--- src/rtl/sed_piso_tx.sv ---
// sed_piso_tx: parallel-in/serial-out transmitter.
// Accepts a WIDTH-bit word over a valid/ready load handshake, then shifts it
// out one bit per clock edge with shift_en=1. The serial output holds its
// value between shift enables and keeps the last bit after a word completes.
//
// Ports:
//   clk        rising-edge clock
//   rst_n      asynchronous active-low reset
//   d          parallel word to transmit
//   load_valid d is valid for loading
//   load_ready block can accept a word (idle)
//   shift_en   bit-rate tick; one bit shifted per enabled edge
//   clr        synchronous abort, priority over load and shift
//   q          serial data; holds between shifts
//   q_valid    one-cycle strobe: q took a new bit this cycle
//   busy       word in progress
//   done       one-cycle pulse with the q_valid of the last bit
module sed_piso_tx #(
  parameter int unsigned WIDTH     = 8,
  parameter int unsigned MSB_FIRST = 1
) (
  input  logic             clk,
  input  logic             rst_n,
  input  logic [WIDTH-1:0] d,
  input  logic             load_valid,
  output logic             load_ready,
  input  logic             shift_en,
  input  logic             clr,
  output logic             q,
  output logic             q_valid,
  output logic             busy,
  output logic             done
);

  localparam int unsigned    CW   = $clog2(WIDTH);
  localparam logic [CW-1:0]  LAST = CW'(WIDTH - 1);

  typedef enum logic {
    S_IDLE,
    S_SHIFT
  } state_t;

  state_t           r_state;
  state_t           w_state_nxt;
  logic [WIDTH-1:0] r_shreg;
  logic [WIDTH-1:0] w_shreg_nxt;
  logic [CW-1:0]    r_cnt;
  logic [CW-1:0]    w_cnt_nxt;
  logic             r_q;
  logic             w_q_nxt;
  logic             r_q_valid;
  logic             w_q_valid_nxt;
  logic             r_done;
  logic             w_done_nxt;

  always_ff @(posedge clk or negedge rst_n) begin
    if (!rst_n) begin
      r_state   <= S_IDLE;
      r_shreg   <= '0;
      r_cnt     <= '0;
      r_q       <= 1'b0;
      r_q_valid <= 1'b0;
      r_done    <= 1'b0;
    end else begin
      r_state   <= w_state_nxt;
      r_shreg   <= w_shreg_nxt;
      r_cnt     <= w_cnt_nxt;
      r_q       <= w_q_nxt;
      r_q_valid <= w_q_valid_nxt;
      r_done    <= w_done_nxt;
    end
  end

  always_comb begin
    w_state_nxt   = r_state;
    w_shreg_nxt   = r_shreg;
    w_cnt_nxt     = r_cnt;
    w_q_nxt       = r_q;
    w_q_valid_nxt = 1'b0;
    w_done_nxt    = 1'b0;

    if (clr) begin
      w_state_nxt = S_IDLE;
      w_shreg_nxt = '0;
      w_cnt_nxt   = '0;
      w_q_nxt     = 1'b0;
    end else begin
      unique case (r_state)
        S_IDLE: begin
          if (load_valid) begin
            w_shreg_nxt = d;
            w_cnt_nxt   = '0;
            w_state_nxt = S_SHIFT;
          end
        end
        S_SHIFT: begin
          if (shift_en) begin
            // The register always moves toward the output end, so the next
            // bit to send is always at the same position.
            if (MSB_FIRST != 0) begin
              w_q_nxt     = r_shreg[WIDTH-1];
              w_shreg_nxt = r_shreg << 1;
            end else begin
              w_q_nxt     = r_shreg[0];
              w_shreg_nxt = r_shreg >> 1;
            end
            w_q_valid_nxt = 1'b1;
            if (r_cnt == LAST) begin
              w_done_nxt  = 1'b1;
              w_state_nxt = S_IDLE;
              w_cnt_nxt   = '0;
            end else begin
              w_cnt_nxt   = r_cnt + CW'(1);
            end
          end
        end
        default: w_state_nxt = S_IDLE;
      endcase
    end
  end

  assign load_ready = (r_state == S_IDLE);
  assign busy       = (r_state == S_SHIFT);
  assign q          = r_q;
  assign q_valid    = r_q_valid;
  assign done       = r_done;

endmodule

--- config.mk ---
export PLATFORM = sky130hd
export DESIGN_NAME = sed_piso_tx
export DESIGN_NICKNAME = d
export VERILOG_FILES = /design/src/rtl/sed_piso_tx.sv
export SDC_FILE = /design/constraint.sdc
export NUM_CORES = 1
export LEC_CHECK = 0
export BUFFER_PORTS_ARGS = -buffer_cell sky130_fd_sc_hd__buf_2
export CORE_ASPECT_RATIO = 1.1
export CORE_MARGIN = 2
export CORE_UTILIZATION = 45
export CTS_CLUSTER_SIZE = 14
export DETAILED_ROUTE_END_ITERATION = 8
export MAX_ROUTING_LAYER = met4
export PLACE_DENSITY = 0.78
export SLEW_MARGIN = 25
export SYNTH_ARGS = -nofsm -noshare
export SYNTH_HDL_FRONTEND = slang
export SYNTH_SLANG_ARGS = --single-unit
--- constraint.sdc ---
create_clock -name clk -period 4.2 [get_ports clk]
set_clock_uncertainty 0.2 [all_clocks]
set_input_delay 0.42 -clock clk [delete_from_list [all_inputs] [get_ports clk]]
set_output_delay 0.42 -clock clk [all_outputs]
set_load 0.02 [all_outputs]
# Yosys cells after proc, flatten, opt, wreduce, memory -nomap -nowiden
# Index checks and enable logic that the tools add are counted.
[classes]
n_mul = 0
div = 0
n_reduce_logical = 4
shift = 0
bitwise_logic = 1
order_cmp = 0
add_sub_neg = 1
eq_ne = 3
n_mux = 24
[ops]
columns = ["operator", "count"]
rows = [
  ["8-bit 2-to-1 mux", 3],
  ["8-bit case mux with 2 select lines", 1],
  ["1-bit 2-to-1 mux", 14],
  ["3-bit 2-to-1 mux", 4],
  ["3-bit case mux with 2 select lines", 1],
  ["2-bit AND reduction", 2],
  ["2-bit nonzero test", 2],
  ["3-bit by 1-bit adder with 3-bit output, second input constant", 1],
  ["3-bit == test, second input constant", 1],
  ["3-bit by 2-bit != test with 1-bit output, second input constant", 1],
  ["3-bit != test, second input constant", 1],
  ["1-bit case mux with 2 select lines", 1],
  ["1-bit NOT", 1],
]
[totals]
latchBits = 0
out_inout_bits = 5
rom_bits = 0
ram_bits = 0
elab_cells = 39
regBits = 15
n_memories = 0

# Depth between registers and ports, before layout
# Gate-level depths: netlist of run 1.
[logic_depth]
depth_word = 5
depth_mapped = 5
depth_no_buf = 4

# Worst setup path after synthesis of run 1
# No wires, ideal clock.
[synth_path]
path_kind = "reg-to-reg"
from = "reg r_cnt[0]"
to = "reg r_cnt[0]"
setup_time_ns = 0.078
stages_incl_launch_ff = 5
n_path_buf = 0
arrival_time_ns = 1.360
setup_slack_ns = 2.562
cell_sequence = "dfrtp_1 -> ha_1 -> ha_1 -> or4b_1 -> a21oi_1"
[synth_between]
elab_chain_len = 5
elab_cells_between_ends = 6
classes_between = "add/sub (1); eq/ne (1); mux (4)"
[synth_lines]
columns = ["item", "line_no", "source"]
rows = [
  ["from (decl)", "47", "logic [CW-1:0] r_cnt;"],
  ["from (signal assigned)", "67", "r_cnt <= w_cnt_nxt;"],
  ["3-bit by 1-bit adder with 3-bit output / 3-bit == test (equally long branches)", "113, 108", ""],
  ["3-bit 2-to-1 mux (*)", "108", "if (r_cnt == LAST) begin"],
  ["3-bit 2-to-1 mux (*)", "97", "if (shift_en) begin"],
  ["3-bit case mux with 2 select lines (*)", "88", "unique case (r_state)"],
  ["3-bit 2-to-1 mux (*)", "82", "if (clr) begin"],
]
# Every way passes the cells marked *; elsewhere a longest branch is shown, timed or not. The select of a mux whose other input is x is not followed.
# A chain may end at the register's enable or synchronous reset.

# Final worst setup path of run 1
[layout_path]
from = "reg r_state, in the netlist busy"
to = "out busy"
[layout_lines]
columns = ["item", "line_no", "source"]
rows = [
  ["from (decl)", "43", "state_t r_state;"],
  ["from (signal assigned)", "65", "r_state <= w_state_nxt;"],
  ["to (decl)", "31", "output logic busy,"],
]
# No word-level cell between the ends.

==> results of run 1 <==
-- how the worst max path moves through the flow --
stage | end | start | cells after the start
after detailed placement | r_cnt[0] | busy | 3
after global routing | busy | busy | 1
after CTS | busy | busy | 1
after floorplan | r_cnt[0] | r_cnt[0] | 4
after global placement | r_cnt[0] | busy | 3
final | busy | busy | 1
-- power by group --
group | switching, mW | internal (mW) | total, mW
sequential | 0.00940 | 0.152 | 0.161
combinational | 0.0228 | 0.0200 | 0.0427
clock | 0.0495 | 0.0354 | 0.0848
-- routing by layer --
layer / vias to the layer above / wire length (um) / track usage (%)
li1: 301 / - / -
met1: 293 / 692 / 23.1
met2: 22 / 677 / 21.2
met3: 2 / 87 / 4.53
met4: 0 / 10 / 10.9
met5: - / 0 / -
-- logic make-up after synthesis --
| family | synth area share, % |
|---|---|
| buffers and inverters | 4.98 |
| flip-flops | 48.2 |
| multiplexers | 10.3 |
| AO/OA/AOI/OAI | 19.1 |
| AND/OR/NAND/NOR | 14.1 |
| adder cells (fa/ha/maj) | 3.21 |
-- layout by cell type, fill, tap and decap left out --
cell type / instances
nor3_1: 1
clkinv_2: 1
nand3_1: 1
o21ai_0: 1
o2bb2ai_1: 1
nor2_1: 6
a311oi_1: 1
dlygate4sd3_1: 1
a21oi_1: 2
a211oi_1: 12
mux2i_1: 8
inv_2: 1
o22a_1: 1
clkbuf_4: 3
nand2_1: 3
and2_1: 1
ha_1: 2
or4b_1: 1
buf_2: 17
dfrtp_1: 15
a32oi_1: 2
nor2b_1: 8
-- state kept, by name (all words and copies together) (netlist names) --
register  cells
r_cnt         3
busy          1
q             1
r_shreg       8
done          1
q_valid       1
-- per-stage QoR --
stage / worst slack, ns / utilization [%] / hold slack [ns] / std cells
after floorplan: 2.56 / - / -0.0756 / 73
after global placement: 2.44 / 53.3 / 0.145 / 101
after detailed placement: 2.37 / 53.3 / 0.143 / 101
after CTS: 2.16 / 55.6 / 0.270 / 106
after global routing: 2.07 / 55.6 / 0.283 / 106
final: 2.17 / 55.6 / 0.272 / 106
-- area by class of cell --
class                   instances  area (sq um)  share of cell area (%)
clock inverters                 1          5.00                   0.564
well taps                      17          21.3                    2.40
clock buffers                   3          22.5                    2.54
flip-flops and latches         15           375                    42.3
multi-input cells              51           364                    41.0
inverters                       1          3.75                   0.423
repair buffers                 18          95.1                    10.7
-- repair_timing --
| action | CTS | global route |
|---|---|---|
| hold buffers | 1 | 0 |
| endpoints found under the setup margin | 0 | 0 |
| endpoints found under the hold margin | 15 | 0 |
==> results.ini, run 1 <==
[min_path]
hold-path-endpoint=r_shreg[0]
hp-start=clr
min_path_cells=2
hp-class=in -> reg

[critical_path]
cp_slowest_stage_delay_ns=0.84
crit_arrival_ns=1.41
critPathRequiredTime_ns=3.58
worstPathMaxFanout=25
r2r_end=r_cnt[0]
crit_family=flip-flops
reg2regPathDepth=3
r2r-start=busy
timing_worst_setup_path_type=reg -> out
end_kind=primary output
cp_num_buf_inv=1
crit_chain=buf_2
r2r_setup_slack_ns=2.36
cp-start-kind=register
crit_slowest_cell=dfrtp_1

[clock_network]
cts_buffers=3
post-cts-setup-buffers=0
cts_root_buf=clkbuf_4
ctsHtreeMaxLevel=1
cts_tree=built
ctsLongestPathBuffers=2
clock_sinks=15
insertion_delay_ns=0.29
cts_resized=0
cts.clk_slew.worst_paths_ns=0.10

[place]
dpl_cell_area_sq_um=850
gp_congestion=0.690
port_buffers=17

[global_route]
antenna_found_initial=0
grt-ovfl-total=0
grt_pass1_wl_um=2350
grt_use_total_pct=16.7
grt_pass1_vias=492
grt_max_degree=26

[die]
num_io_pins=18
floorplan.die_area_sq_mm=0.00208
chipWidth_um=43.7
fp-row-count=15
initial_core_util_pct=48.8
coreArea_sq_mm=0.00160
die_h_um=47.6

[synthesis]
avgSynthCellArea_sq_um=10.7
synth_warnings=0
syn_nets=88
synth_seq_area_share_pct=48.2
yosysMostFrequentCell=dfrtp_1
synth_edf_count=0
syn_inst=73
ys_types=21
synth_top_cell_area_share_pct=48.2
synthesis.area_sq_um=778
yosys.area.top_type=dfrtp_1
yosys_most_used_dff=dfrtp_1
async_flop_share_pct=100
synthTopCellsByCount=dfrtp_1 (15), a211oi_1 (12), mux2i_1 (8), nor2b_1 (8), nor2_1 (6)
synth_area_leaders=dfrtp_1 (48%), a211oi_1 (12%), mux2i_1 (10%)
ys_ff_latch=15

[sta]
hold_violations=0
fin_crit_sh_pct=48.3
max_freq_ghz=0.493
post-route-min-period_ns=2.03
tightest_slew_ns=0.751
slew_headroom_pct=49.9
setup_violations=0
fin_setup_tns_ns=0
rsz0062_at_grt=no
finalMaxSlewViolations=0

[pwr]
max-vdd-ir-drop_v=0.000190
power_density_mw_per_mm2=326
cellLeakagePower_nw=0.426
power_mw=0.289

[drt]
drt-total-wl_um=1470
wl_per_cell_um=13.8
num_vias=618
drc=0
vias_per_cell=5.83
drtIter0Drc=7
antenna_left=0
firstDrtPassIters=4

[finish]
drive_gt1_share_pct=24.7
fill_cells=146
fin_nets=105
diodes=0
synthToLayoutAreaGrowth_pct=14.0
stdcell_area_sq_um=887

[outcome]
run_status=completed

[flow_run]
cap_violations=0

(Power assumes the default switching activity.)
==> inputs of run 2 (changes only) <==
ABC_AREA = 1   (was default)
clock period = 2.1 ns   (was 4.2 ns; I/O delays follow)
==> run 2 against run 1 <==
  * The flow now finishes with violations (negative hold slack)
  * Sequential cell count unchanged
  * Combinational power increased by 86%
  * Synthesized cell count increased by 29%
  * Clock power increased by 100%
  * Sequential share of layout area increased by 0.54 points
  * Sequential power increased by 99%
  * Global-route usage increased by 3.0 points
  * Final cell count increased by 24%
  * Final area decreased by 1.3%
==> results.ini, run 2 <==
[sta]
hold_violations=1
slew_headroom_pct=66.3
fin_setup_tns_ns=0
max_freq_ghz=0.579
rsz0062_at_grt=no
post-route-min-period_ns=1.73
holdWs_ns=-0.00147
finalMaxSlewViolations=0
setup_violations=0
fin_crit_sh_pct=82.3
tightest_slew_ns=0.505

[finish]
mostFrequentLayoutCells=nand2_1 (41), buf_2 (17), nand3_1 (15), dfrtp_1 (15), nor2_1 (5)
diodes=0
synthToLayoutAreaGrowth_pct=17.6
fin_nets=130
regMostFlops=r_shreg
final_common_cell=nand2_1
stdcell_area_sq_um=876
largest_reg_flops=8
top_regs=r_shreg: 8 flops, r_cnt: 3 flops
fin_util_pct=56.2
drive_gt1_share_pct=22.8

[die]
floorplan.die_area_sq_mm=0.00200
die_h_um=46.7
fp-row-count=15
num_io_pins=18
initial_core_util_pct=47.8
chipWidth_um=42.8
coreArea_sq_mm=0.00156

[clock_network]
cts_resized=0
cts_tree=built
cts_hold_buf=2
insertion_delay_ns=0.29
cts_root_buf=clkbuf_4
ctsHtreeMaxLevel=1
ctsLongestPathBuffers=2
clock_sinks=15
post-cts-setup-buffers=0
cts.clk_slew.worst_paths_ns=0.08
cts_buffers=3

[synthesis]
synth_area_leaders=dfrtp_1 (50%), nand2_1 (21%), nand3_1 (10%)
ys_ff_latch=15
async_flop_share_pct=100
synth_seq_area_share_pct=50.4
yosysMostFrequentCell=nand2_1
yosys.area.top_type=dfrtp_1
synth_warnings=0
synthesis.area_sq_um=744
avgSynthCellArea_sq_um=7.92
syn_inst=94
synthTopCellsByCount=nand2_1 (41), dfrtp_1 (15), nand3_1 (15), nor2_1 (5), nand4_1 (4)
syn_nets=109
yosys_most_used_dff=dfrtp_1
synth_top_cell_area_share_pct=50.4
synth_edf_count=0
ys_types=15

[global_route]
grt_pass1_wl_um=2730
grt_use_total_pct=19.8
grt_max_degree=16
grt-ovfl-total=0
antenna_found_initial=0
grt_pass1_vias=647

[place]
dp_hpwl_um=1170
dpl_cell_area_sq_um=830
port_buffers=17
gp_congestion=0.803

[drt]
vias_per_cell=5.22
antenna_left=0
firstDrtPassIters=4
num_vias=684
drtIter0Drc=24
drc=0
drt-total-wl_um=1580
wl_per_cell_um=12.0

[critical_path]
worstPathMaxFanout=14
critPathRequiredTime_ns=2.08
cp-start-kind=register
end_kind=register
timing_worst_setup_path_type=reg -> reg
crit_arrival_ns=1.71

[pwr]
max-vdd-ir-drop_v=0.000342
power_density_mw_per_mm2=653
power_mw=0.572
cellLeakagePower_nw=0.510

[flow_run]
cap_violations=0

[outcome]
run_status=finished with violations
violations=negative hold slack

[min_path]
hp-class=in -> reg

==> run 2: cell types whose count changed after synthesis, moves of 2 or more <==
cell      change
mux2i_1       -8
clkbuf_1      -2
nand4_1       +4
nand2_1      +38
a21oi_1       -2
a211oi_1     -12
nor2b_1       -8
nand3_1      +14
nand2_2       +2
a32oi_1       -2
buf_4         -3
==> run 2: layout make-up <==
cell class | count | area, sq um
multi-input combinational | 72 | 333
tap | 17 | 21.3
clock buffer | 4 | 26.3
fill | 143 | 682
sequential | 15 | 375
timing repair buffer | 19 | 105
inverter | 4 | 15.0
==> run 2: logic make-up after synthesis <==
family / count (synthesis) / synth area share, %
compound gates: 1 / 0.672
fa+ha+maj: 2 / 3.36
buf+inv: 7 / 4.87
flops: 15 / 50.4
simple gates: 69 / 40.7
==> run 2: final timing paths <==
check,startpoint,end,slack (ns),cells past startpoint
hold reg to reg,r_cnt[2],r_cnt[2],0.29,2
setup / recovery,busy,r_shreg[0],0.37,5
max in group asynchronous,rst_n,done,1.30,2
hold / removal,d[0],r_shreg[0],-0.001,3
setup reg to reg,busy,r_shreg[0],0.37,5
min in group asynchronous,rst_n,r_cnt[1],0.14,2
==> run 2: critical path, cell delays in order, from the launching register on <==
cell     delay, ns
dfrtp_1       0.67
nor2_2        0.10
nand2_2       0.18
nand2_1       0.27
nand2_1       0.14
nand2_1       0.07
==> run 2: report_power, final <==
group	internal [mW]	switching (mW)	leakage (nW)
Combinational	0.0290	0.0506	0.294
Sequential	0.306	0.0157	0.201
Clock	0.0740	0.0966	0.0150
Total	0.409	0.163	0.510
==> run 2: routing by layer <==
| metal | global-route usage (%) | routed length [um] | vias up | share of wire (%) |
|---|---|---|---|---|
| met1 | 23.5 | 740 | 311 | 47 |
| li1 | - | - | 347 | - |
| met2 | 30.3 | 723 | 21 | 46 |
| met5 | - | 0 | - | 0 |
| met4 | 11.9 | 42 | 0 | 2.7 |
| met3 | 5.10 | 72 | 5 | 4.6 |
==> run 2: through the flow <==
step                cells  setup WS (ns)
finish                131          0.372
floorplan              94          0.735
global route          131          0.227
CTS                   131          0.381
global placement      125          0.461
detailed placement    125          0.384
